$ cat config.mk
export PLATFORM = sky130hd
export DESIGN_NAME = drp_sample_responder_flat
export DESIGN_NICKNAME = d
export VERILOG_FILES = /design/src/rtl/drp_sample_responder_if.sv /design/src/rtl/drp_sample_responder.sv /design/src/flat_wrapper.sv
export SDC_FILE = /design/constraint.sdc
export NUM_CORES = 1
export LEC_CHECK = 0
export CELL_PAD_IN_SITES_DETAIL_PLACEMENT = 1
export CELL_PAD_IN_SITES_GLOBAL_PLACEMENT = 1
export CORE_ASPECT_RATIO = 0.6
export CORE_MARGIN = 2
export CORE_UTILIZATION = 44
export DETAILED_ROUTE_END_ITERATION = 8
export GPL_TIMING_DRIVEN = 0
export PLACE_DENSITY_LB_ADDON = 0.1
export SKIP_LAST_GASP = 1
export SLEW_MARGIN = 20
export SYNTH_ARGS = -nofsm -noshare
export SYNTH_HDL_FRONTEND = slang
export SYNTH_SLANG_ARGS = --single-unit
$ cat constraint.sdc
create_clock -name clk -period 5.7 [get_ports clk]
set_clock_uncertainty 0.05 [all_clocks]
set_input_delay 1.14 -clock clk [delete_from_list [all_inputs] [get_ports clk]]
set_output_delay 1.14 -clock clk [all_outputs]
set_load 0.03 [all_outputs]
$ cat src/rtl/drp_sample_responder_if.sv
// DRP bus between a reader (master) and the sample responder (slave).
interface drp_sample_responder_if;
  logic [6:0]  daddr_in;
  logic        den_in;
  logic        dwe_in;
  logic [15:0] di_in;
  logic [15:0] do_out;
  logic        drdy_out;

  modport master (
    output daddr_in, den_in, dwe_in, di_in,
    input  do_out, drdy_out
  );

  modport slave (
    input  daddr_in, den_in, dwe_in, di_in,
    output do_out, drdy_out
  );
endinterface

$ cat src/rtl/drp_sample_responder.sv
// XADC-style DRP responder around an external 12-bit sample source with a conversion sequencer.
// Optional feature: define DRP_MINMAX_EN to build min/max tracking at 7'h26 / 7'h2E.
module drp_sample_responder #(
  parameter int unsigned READ_LATENCY = 4,
  parameter int unsigned CONV_CYCLES  = 26,
  parameter logic [4:0]  CHANNEL      = 5'h16
) (
  input  logic                         clk,
  input  logic                         reset,
  input  logic [11:0]                  sample_in,
  input  logic                         sample_valid,
  drp_sample_responder_if.slave        drp,
  output logic                         busy_out,
  output logic                         eoc_out,
  output logic [4:0]                   channel_out
);

  localparam logic [3:0] LAT_LAST  = 4'(READ_LATENCY - 1);
  localparam logic [7:0] CONV_LAST = 8'(CONV_CYCLES);

  typedef enum logic [1:0] {D_IDLE, D_WAIT, D_RESP} drp_state_t;
  typedef enum logic [1:0] {C_IDLE, C_CONV, C_DONE} conv_state_t;

  drp_state_t  d_state_r;
  conv_state_t c_state_r;
  logic [3:0]  d_cnt_r;
  logic [7:0]  c_cnt_r;
  logic        wr_r;
  logic [15:0] latch_r;
  logic [15:0] do_r;
  logic        drdy_r;
  logic [15:0] cfg0_r;
  logic [15:0] cfg1_r;
  logic [11:0] shadow_r;
  logic [11:0] result_r;
`ifdef DRP_MINMAX_EN
  logic [11:0] max_r;
  logic [11:0] min_r;
`endif
  logic [15:0] rd_val_s;

  assign drp.do_out   = do_r;
  assign drp.drdy_out = drdy_r;

  // Register-map read decode for the currently presented address
  always_comb begin
    rd_val_s = 16'h0000;
    case (drp.daddr_in)
      7'h16:   rd_val_s = {result_r, 4'h0};
`ifdef DRP_MINMAX_EN
      7'h26:   rd_val_s = {max_r, 4'h0};
      7'h2E:   rd_val_s = {min_r, 4'h0};
`endif
      7'h40:   rd_val_s = cfg0_r;
      7'h41:   rd_val_s = cfg1_r;
      default: rd_val_s = 16'h0000;
    endcase
  end

  // DRP transaction FSM: accept, fixed-latency wait, one-cycle response
  always_ff @(posedge clk) begin
    if (reset) begin
      d_state_r <= D_IDLE;
      d_cnt_r   <= 4'd0;
      wr_r      <= 1'b0;
      latch_r   <= 16'h0000;
      do_r      <= 16'h0000;
      drdy_r    <= 1'b0;
      cfg0_r    <= 16'h0000;
      cfg1_r    <= 16'h0000;
    end else begin
      case (d_state_r)
        D_IDLE: begin
          drdy_r <= 1'b0;
          if (drp.den_in) begin
            wr_r <= drp.dwe_in;
            if (drp.dwe_in) begin
              case (drp.daddr_in)
                7'h40:   cfg0_r <= drp.di_in;
                7'h41:   cfg1_r <= drp.di_in;
                default: ;
              endcase
            end else begin
              latch_r <= rd_val_s;
            end
            // A latency of one skips WAIT entirely
            if (LAT_LAST == 4'd0) begin
              d_state_r <= D_RESP;
              drdy_r    <= 1'b1;
              if (!drp.dwe_in) begin
                do_r <= rd_val_s;
              end
            end else begin
              d_state_r <= D_WAIT;
              d_cnt_r   <= 4'd1;
            end
          end
        end
        D_WAIT: begin
          if (d_cnt_r == LAT_LAST) begin
            d_state_r <= D_RESP;
            drdy_r    <= 1'b1;
            if (!wr_r) begin
              do_r <= latch_r;
            end
          end else begin
            d_cnt_r <= d_cnt_r + 4'd1;
          end
        end
        D_RESP: begin
          drdy_r    <= 1'b0;
          d_state_r <= D_IDLE;
        end
        default: begin
          drdy_r    <= 1'b0;
          d_state_r <= D_IDLE;
        end
      endcase
    end
  end

  // Conversion sequencer: capture, busy window, end-of-conversion pulse
  always_ff @(posedge clk) begin
    if (reset) begin
      c_state_r   <= C_IDLE;
      c_cnt_r     <= 8'd0;
      shadow_r    <= 12'h000;
      result_r    <= 12'h000;
      busy_out    <= 1'b0;
      eoc_out     <= 1'b0;
      channel_out <= 5'h00;
`ifdef DRP_MINMAX_EN
      max_r       <= 12'h000;
      min_r       <= 12'hFFF;
`endif
    end else begin
      case (c_state_r)
        C_IDLE: begin
          if (sample_valid) begin
            shadow_r  <= sample_in;
            c_state_r <= C_CONV;
            busy_out  <= 1'b1;
            c_cnt_r   <= 8'd1;
          end
        end
        C_CONV: begin
          // Result is published on the edge into DONE so a read tied to eoc sees it
          if (c_cnt_r == CONV_LAST) begin
            c_state_r   <= C_DONE;
            busy_out    <= 1'b0;
            eoc_out     <= 1'b1;
            channel_out <= CHANNEL;
            result_r    <= shadow_r;
`ifdef DRP_MINMAX_EN
            if (shadow_r > max_r) begin
              max_r <= shadow_r;
            end
            if (shadow_r < min_r) begin
              min_r <= shadow_r;
            end
`endif
          end else begin
            c_cnt_r <= c_cnt_r + 8'd1;
          end
        end
        C_DONE: begin
          eoc_out     <= 1'b0;
          channel_out <= 5'h00;
          c_state_r   <= C_IDLE;
        end
        default: begin
          busy_out    <= 1'b0;
          eoc_out     <= 1'b0;
          channel_out <= 5'h00;
          c_state_r   <= C_IDLE;
        end
      endcase
    end
  end

endmodule

$ cat src/flat_wrapper.sv
// flat-port wrapper written by rule: the top's interface ports become plain ports
module drp_sample_responder_flat 
#(
  parameter int unsigned READ_LATENCY = 4,
  parameter int unsigned CONV_CYCLES  = 26,
  parameter logic [4:0]  CHANNEL      = 5'h16
)
  (clk, reset, sample_in, sample_valid, busy_out, eoc_out, channel_out, drp_daddr_in, drp_den_in, drp_dwe_in, drp_di_in, drp_do_out, drp_drdy_out);
  drp_sample_responder_if drp_i ();
  input  logic clk;
  input  logic reset;
  input  logic [11:0] sample_in;
  input  logic sample_valid;
  output logic busy_out;
  output logic eoc_out;
  output logic [4:0] channel_out;
  input wire logic [$bits(drp_i.daddr_in)-1:0] drp_daddr_in;
  input wire logic [$bits(drp_i.den_in)-1:0] drp_den_in;
  input wire logic [$bits(drp_i.dwe_in)-1:0] drp_dwe_in;
  input wire logic [$bits(drp_i.di_in)-1:0] drp_di_in;
  output wire logic [$bits(drp_i.do_out)-1:0] drp_do_out;
  output wire logic [$bits(drp_i.drdy_out)-1:0] drp_drdy_out;
  assign drp_i.daddr_in = drp_daddr_in;
  assign drp_i.den_in = drp_den_in;
  assign drp_i.dwe_in = drp_dwe_in;
  assign drp_i.di_in = drp_di_in;
  assign drp_do_out = drp_i.do_out;
  assign drp_drdy_out = drp_i.drdy_out;
  drp_sample_responder #(.READ_LATENCY(READ_LATENCY), .CONV_CYCLES(CONV_CYCLES), .CHANNEL(CHANNEL)) u_core (.clk(clk), .reset(reset), .sample_in(sample_in), .sample_valid(sample_valid), .drp(drp_i), .busy_out(busy_out), .eoc_out(eoc_out), .channel_out(channel_out));
endmodule
After elaboration in Yosys (flattened, before gate mapping)
Cells that the tools add are included.
{ "op_classes": {"n_reduce_logical": 18, "bitwise_logic": 5, "eq_ne": 14, "muxes": 20, "n_addsub": 2} }
{ "ops": {"columns": ["op", "count"], "rows": [
  ["16-bit case mux with 3 select lines", 1],
  ["8-bit 2-to-1 mux", 2],
  ["8-bit case mux with 2 select lines", 1],
  ["3-bit AND reduction", 5],
  ["7-bit == test (second input constant)", 2],
  ["2-bit AND reduction", 6],
  ["5-bit case mux with 2 select lines", 1],
  ["8-bit by 1-bit adder with 8-bit output (second input constant)", 1],
  ["8-bit by 5-bit == test with 1-bit output (second input constant)", 1],
  ["2-bit 2-to-1 mux", 4],
  ["4-bit 2-to-1 mux", 2],
  ["2-bit != test (second input constant)", 4],
  ["2-bit case mux with 2 select lines", 2],
  ["4-bit case mux with 2 select lines", 1],
  ["4-bit AND reduction", 2],
  ["7-bit by 5-bit == test with 1-bit output (second input constant)", 1],
  ["5-bit 2-to-1 mux", 1],
  ["1-bit inverter", 5],
  ["4-bit by 1-bit adder with 4-bit output (second input constant)", 1],
  ["2-bit by 1-bit == test with 1-bit output (second input constant)", 2],
  ["4-bit by 2-bit == test with 1-bit output (second input constant)", 1],
  ["2-bit zero test", 2],
  ["2-bit by 1-bit != test with 1-bit output (second input constant)", 2],
  ["2-bit nonzero test", 2],
  ["other kinds (5)", 7]
]} }
{ "totals": {"elab_cells": 74, "ff_bits": 113, "out_inout_bits": 24} }

Logic depth before layout (Yosys ltp)
Gate-level depths: netlist (run 1).
{ "depth": {"ltp_word": 3, "ltp_mapped": 7, "mapped_depth_nobuf": 6} }

Worst setup path after synthesis (run 1)
No wires, ideal clock.
{ "synth_path": {"path_kind": "input port to flip-flop", "start": "input drp_daddr_in[3]", "end": "register u_core.latch_r[10]", "path_stages": 5, "t_required_ns": 5.593, "path_slack_ns": 3.171, "setup_ns": 0.057, "t_arrival_ns": 2.422, "path_cell_list": "or2_1 or3_4 a2111oi_4 buf_6 a22o_2"} }
{ "synth_via": {"elab_chain_len": 2, "word_cells_on_any_way": 4, "classes_between": "3 x eq/ne; 1 x mux"} }
{ "synth_lines": {"columns": ["item", "line_no", "source"], "rows": [
  ["from (decl)", "flat_wrapper.sv:17", "input wire logic [$bits(drp_i.daddr_in)-1:0] drp_daddr_in;"],
  ["7-bit == test or 7-bit by 5-bit == test with 1-bit output (tied branches)", "drp_sample_responder.sv:48", "case (drp.daddr_in)"],
  ["16-bit case mux with 3 select lines *", "drp_sample_responder.sv:48", null],
  ["to (signal assigned)", "drp_sample_responder.sv:84", "latch_r <= rd_val_s;"],
  ["to (decl)", "drp_sample_responder.sv:29", "logic [15:0] latch_r;"]
]} }
Mark *: on every way between the ends. The rest lies on a longest branch, timed or not.
A chain may end at the register's enable or synchronous reset.

Final worst setup path (run 1)
{ "layout_path": {"start": "input drp_dwe_in", "end": "register u_core.cfg1_r[14]"} }
{ "layout_via": {"elab_chain_len": 1} }
{ "layout_lines": {"columns": ["item", "line_no", "source"], "rows": [
  ["from (decl)", "flat_wrapper.sv:19", "input wire logic [$bits(drp_i.dwe_in)-1:0] drp_dwe_in;"],
  ["4-bit AND reduction (no source line)", null, null],
  ["to (signal assigned)", "drp_sample_responder.sv:80", "7'h41: cfg1_r <= drp.di_in;"],
  ["to (decl)", "drp_sample_responder.sv:33", "logic [15:0] cfg1_r;"]
]} }
Every way passes these cells.

==> results of run 1 <==
worst paths after layout:
path,from,endpoint,slack (ns),cells past startpoint
worst max register to register,u_core.d_cnt_r[0]$_SDFFE_PP0P_,u_core.drp.do_out[9]$_SDFFE_PP0P_,3.48,6
worst min register to register,u_core.cfg1_r[3]$_SDFFE_PP0P_,u_core.cfg1_r[3]$_SDFFE_PP0P_,0.41,2
worst max-delay path,drp_dwe_in,u_core.cfg1_r[14]$_SDFFE_PP0P_,2.65,6
worst min-delay path,u_core.cfg1_r[3]$_SDFFE_PP0P_,u_core.cfg1_r[3]$_SDFFE_PP0P_,0.41,2
cell usage in the layout (no fill, tap or decap), types with 2 or more instances in the layout:
cell and count:
a211oi_1 2, a21oi_1 48, a22o_1 2, a22o_2 10, buf_2 8, buf_4 5, buf_6 2, clkbuf_1 13
clkbuf_16 9, clkbuf_8 2, clkdlybuf4s50_1 60, clkinv_4 2, clkinvlp_4 3, conb_1 2, dfxtp_1 108, dlygate4sd1_1 2
ha_1 3, inv_1 3, mux2i_1 44, nand2_1 99, nand2b_1 4, nand3_1 2, nand3b_1 3, nand4_1 5
nand4b_1 2, nor2_1 43, nor2b_1 2, nor3_1 9, nor3b_1 3, o21ai_0 5, o2bb2ai_1 12, or3_1 2
xnor2_1 2, xor2_1 4
state kept, by name, indices dropped and copies added (netlist names):
register	cells
u_core.busy_out	1
u_core.c_cnt_r	8
u_core.c_state_r	2
u_core.cfg0_r	16
u_core.cfg1_r	16
u_core.channel_out	1
u_core.d_cnt_r	4
u_core.d_state_r	2
u_core.drp.do_out	16
u_core.drp.drdy_out	1
u_core.latch_r	16
u_core.result_r	12
u_core.shadow_r	12
u_core.wr_r	1
kinds of logic (layout without fill, tap and decap cells):
kind of cell,Yosys count,count (layout),synth area share [%]
xor gates and xnor gates,6,6,1.21
DFF,108,108,50.0
buffers and inverters,36,112,4.63
adders and majority gates,3,3,0.867
AOI/OAI and AO/OA,86,86,13.3
muxes,45,45,10.4
and+or+nand+nor,185,185,19.5
other,1,2,0.0866
tightest hold or removal path, stage by stage, from the launching register on:
cell,delay (ns)
dfxtp_1,0.31
nand2_1,0.05
a21oi_1,0.05
power breakdown:
part	internal, mW	leakage, nW	switching, mW
sequential	0.764	0.873	0.00869
clock	0.312	0.131	0.287
combinational	0.0459	1.10	0.0561
area by class of cell:
cell class / instances / share of cell area, %
Buffer: 33 / 3.51
Tap cell: 130 / 3.02
Clock inverter: 6 / 0.907
Multi-Input combinational cell: 327 / 36.6
Sequential cell: 108 / 40.2
Clock buffer: 10 / 4.44
Timing Repair Buffer: 60 / 11.2
Inverter: 3 / 0.209
stage by stage:
step / utilization [%] / setup slack (ns)
after floorplan: - / 3.17
after global placement: 54.4 / 2.40
after detailed placement: 54.4 / 2.35
after CTS: 57.5 / 2.71
after global routing: 57.5 / 2.47
final: 57.5 / 2.65
metal layers:
layer / GRT usage [%] / wire [µm] / vias to the layer above
met5: 0 / 0 / -
met4: 6.20 / 112 / 0
met3: 5.24 / 569 / 10
met2: 39.0 / 5400 / 81
met1: 31.7 / 5950 / 1751
li1: - / - / 1755
==> results.toml, run 1 <==
[global_route]
grt_pass1_vias = 3619
grt_max_degree = 19
antenna_found_initial = 0
globalRouteOverflowTotal = 0
grt_use_total_pct = 23.6
grt_first_pass_wirelength_mm = 19.2

[worst_setup_path]
critPathKind = "primary input to flop"
end_kind = "flop"
critPathTopFamily = "simple AND/OR/NAND/NOR gates"
slowest_stage = "clkdlybuf4s50_1"
setup.worst_path.start_class = "primary input"
critPathArrivalTime_ns = 3.19
crit_buf_inv = 2
worstPathRequired_ns = 5.84
cp_slowest_stage_delay_ns = 0.56
cp_cell_sequence = "clkdlybuf4s50_1 -> nor4bb_1 -> nand4_1 -> clkbuf_1 -> nand2_1 -> a21oi_1"
cp_max_fo = 10

[hold_path]
hold_path.class = "flop to flop"

[cells_and_area]
fin_area_um2 = 5380
regArea_um2 = 2160
fillers = 1097
instances_no_fill = 677
n_antenna_cell = 0
drive_above_1_share_pct = 9.32
syn2layout_area_growth_pct = 24.4
multi_input_area_um2 = 1970
nets = 585

[cts]
clkLatencyLatePin_ns = 0.35
clock-sinks = 108
htree_levels = 3
tritoncts = "built"
post_cts_resize_count = 0
clk_pin_slew_ns = 0.07
cts_buffer_depth = 2
cts_root_buf = "clkbuf_16"
post_cts_buffers = 0
holdBufCountCts = 0
cts_made_buffers = 9

[logic_synthesis]
synthDistinctLibCells = 51
synth_area_um2 = 4330
syn_area_per_cell_um2 = 9.21
yosysTopAreaCell = "dfxtp_1"
synthTopCellsByArea = "dfxtp_1 (50%), mux2i_1 (10%), nand2_1 (8.6%), a21oi_1 (5.6%), nor2_1 (3.7%)"
syn-instance-count = 470
synth_commonest_cells = "dfxtp_1 (108), nand2_1 (99), a21oi_1 (48)"
yosysMostFrequentCell = "dfxtp_1"
dominantRegCellSynth = "dfxtp_1"
synth.yosys.seq_area_share_pct = 50.0
synth_top_area_share_pct = 50.0
ys_warn_count = 0
synthArstFlopShare_pct = 0
ys_ff_latch = 108
synth_edf_count = 0

[route]
wl_per_cell_um = 17.8
drt_iter0_markers = 163
drt-total-wl_mm = 12.0
postRouteAntennaNets = 0
vias = 3597
viasPerCell = 5.31
drtPass1Iterations = 4
drc = 0

[sta]
maxSlewViolCount = 0
tightest_slew_ns = 0.819
finalCriticalPeriod_ns = 3.05
fmax_mhz = 328
hold_viol = 0
rsz0062_at_grt = "false"
maxSlewHeadroom_pct = 45.3
holdWs_ns = 0.406
fin_crit_sh_pct = 53.5
finalSetupViolCount = 0
tns_ns = 0

[power]
power_mw = 1.47
leakagePower_nw = 2.10
peakVddDrop_uv = 149
power_density_nw_per_um2 = 274

[floorplanning]
core_area_um2 = 9360
ioPinCount = 64
dieArea_um2 = 10700
fp-row-count = 27
initial_core_util_pct = 46.2
die_w_um = 132
die_h_um = 80.8

[outcome]
status = "finished, final reports clean"

[place]
dpl.hpwl_mm = 9.04
routabilityCongestion = 0.780
portBuffers = 60
place_area_um2 = 5090
dp_cells = 661

[run]
cap_violations = 0
Note: power is estimated with default switching activity, not from simulation.
==> run 2, diff against run 1 <==
CORE_UTILIZATION = 37   (was 44)
clock period = 2.7 ns   (was 5.7 ns; I/O delays follow)
==> run 2 against run 1 <==
Worst hold slack better by 0.00063 ns. Via count down 1.7%. Combinational power up 110%. Setup slack worse by 2.4 ns. First-iteration DRC count down 28%. Utilization down 9.4 points. Die area up 18%. Critical path depth unchanged. Sequential share of layout area down 0.56 points. Critical endpoint is now u_core.latch_r[11]$_SDFFE_PP0P_. Largest power group unchanged. Highest routed layer unchanged.
==> results.toml, run 2 (synthesized netlist as in run 1, its figures left out) <==
[outcome]
status = "finished, final reports clean"

[power]
power_mw = 3.27
peakVddDrop_uv = 283
leakagePower_nw = 2.12
power_density_nw_per_um2 = 599

[cts]
htree_levels = 3
cts_root_buf = "clkbuf_16"
clkLatencyLatePin_ns = 0.34
cts_made_buffers = 9
holdBufCountCts = 0
post_cts_resize_count = 0
tritoncts = "built"
cts_buffer_depth = 2
post_cts_buffers = 0
clock-sinks = 108
clk_pin_slew_ns = 0.07

[cells_and_area]
drive_above_1_share_pct = 9.32
fillers = 1332
final_common_cell = "dfxtp_1"
layout_common_cells = "dfxtp_1 (108), nand2_1 (99), clkdlybuf4s50_1 (60)"
n_antenna_cell = 0
regArea_um2 = 2160
syn2layout_area_growth_pct = 26.1
multi_input_area_um2 = 1970
fin_area_um2 = 5460
nets = 585

[sta]
maxSlewViolCount = 0
fmax_mhz = 409
fin_crit_sh_pct = 90.7
finalCriticalPeriod_ns = 2.45
finalSetupViolCount = 0
tightest_slew_ns = 0.837
maxSlewHeadroom_pct = 44.1
hold_viol = 0
rsz0062_at_grt = "false"

[global_route]
grt_pass1_vias = 3535
top_usage_layer = "met2"
antenna_found_initial = 0
grt_use_total_pct = 19.7
globalRouteOverflowTotal = 0
use_met2_pct = 29.7
grt_first_pass_wirelength_mm = 18.8
grt_util_met1_pct = 28.7
met3_usage_pct = 4.76
grt_max_degree = 18

[route]
drt_iter0_markers = 118
wl_per_cell_um = 16.7
drc = 0
drtPass1Iterations = 5
vias = 3536
drt-total-wl_mm = 11.8
viasPerCell = 5.00
postRouteAntennaNets = 0

[worst_setup_path]
setup.worst_path.start_class = "primary input"
worstPathRequired_ns = 2.94
critPathKind = "primary input to flop"
critPathArrivalTime_ns = 2.69
reg2reg_slack_ns = 0.51
rr_endpoint = "u_core.drp.do_out[10]$_SDFFE_PP0P_"
rr_startpoint = "u_core.d_cnt_r[0]$_SDFFE_PP0P_"
rr_worst_depth = 7
end_kind = "flop"
cp_max_fo = 10

[hold_path]
hold_start = "u_core.cfg1_r[3]$_SDFFE_PP0P_"
min_path_cells = 2
hold_path.class = "flop to flop"
whs_endpoint = "u_core.cfg1_r[3]$_SDFFE_PP0P_"

[place]
dpl.hpwl_mm = 8.95
portBuffers = 60
place_area_um2 = 5130
routabilityCongestion = 0.754

[floorplanning]
die_w_um = 144
initial_core_util_pct = 38.2
core_area_um2 = 11300
die_h_um = 87.8
fp-row-count = 30
ioPinCount = 64
dieArea_um2 = 12600

[run]
cap_violations = 0
run 2: cell count changes in the layout (fill, tap and decap cells not counted), sizes merged:
| cell | before | now |
|---|---|---|
| clkinv | 2 | 1 |
| bufinv | 0 | 2 |
| inv | 4 | 3 |
run 2: where the power goes:
| group | total [mW] | internal, mW | switching (mW) |
|---|---|---|---|
| Sequential | 1.63 | 1.61 | 0.0179 |
| Clock | 1.42 | 0.837 | 0.585 |
| Combinational | 0.216 | 0.0972 | 0.119 |
| Total | 3.27 | 2.55 | 0.722 |
run 2: critical path, stage by stage:
cell and delay [ns]:
clkdlybuf4s50_1 0.41, or2_1 0.25, nor3_1 0.53, dlygate4sd1_1 0.54, o2bb2ai_1 0.23, a22o_2 0.18
run 2: worst max-delay path by stage:
stage                                            endpoint  slack, ns            start
after floorplan           u_core.latch_r[10]$_SDFFE_PP0P_       0.77  drp_daddr_in[3]
after global placement     u_core.cfg1_r[14]$_SDFFE_PP0P_      -0.01       drp_dwe_in
after detailed placement   u_core.cfg1_r[11]$_SDFFE_PP0P_      -0.02       drp_dwe_in
after CTS                  u_core.cfg1_r[14]$_SDFFE_PP0P_       0.35       drp_dwe_in
after global routing       u_core.cfg1_r[13]$_SDFFE_PP0P_       0.06       drp_dwe_in
final                     u_core.latch_r[11]$_SDFFE_PP0P_       0.25  drp_daddr_in[3]
run 2: metrics by stage:
step                setup TNS (ns)  utilization, %  hold slack [ns]  cells  setup WS, ns
global placement           -0.0749            45.3            0.388    691       -0.0146
finish                           0            48.2            0.406    707         0.252
detailed placement         -0.0350            45.3            0.393    691       -0.0162
CTS                              0            48.2            0.405    707         0.346
floorplan                        0               -            0.374    471         0.771
global route                     0            48.2            0.419    707        0.0570
run 2: final cells by class:
| type | instances | share of cell area, % |
|---|---|---|
| sequential | 108 | 39.6 |
| multi-input combinational | 327 | 36.1 |
| timing repair buffer | 60 | 11.0 |
| clock buffer | 10 | 4.38 |
| tap | 160 | 3.67 |
| buffer | 33 | 3.46 |
| clock inverter | 6 | 1.60 |
| inverter | 3 | 0.206 |
run 2: layer usage:
| layer | wire length [µm] | part of all wire (%) |
|---|---|---|
| met3 | 564 | 4.8 |
| met5 | 0 | 0 |
| met4 | 71 | 0.60 |
| met1 | 6090 | 51 |
| met2 | 5100 | 43 |
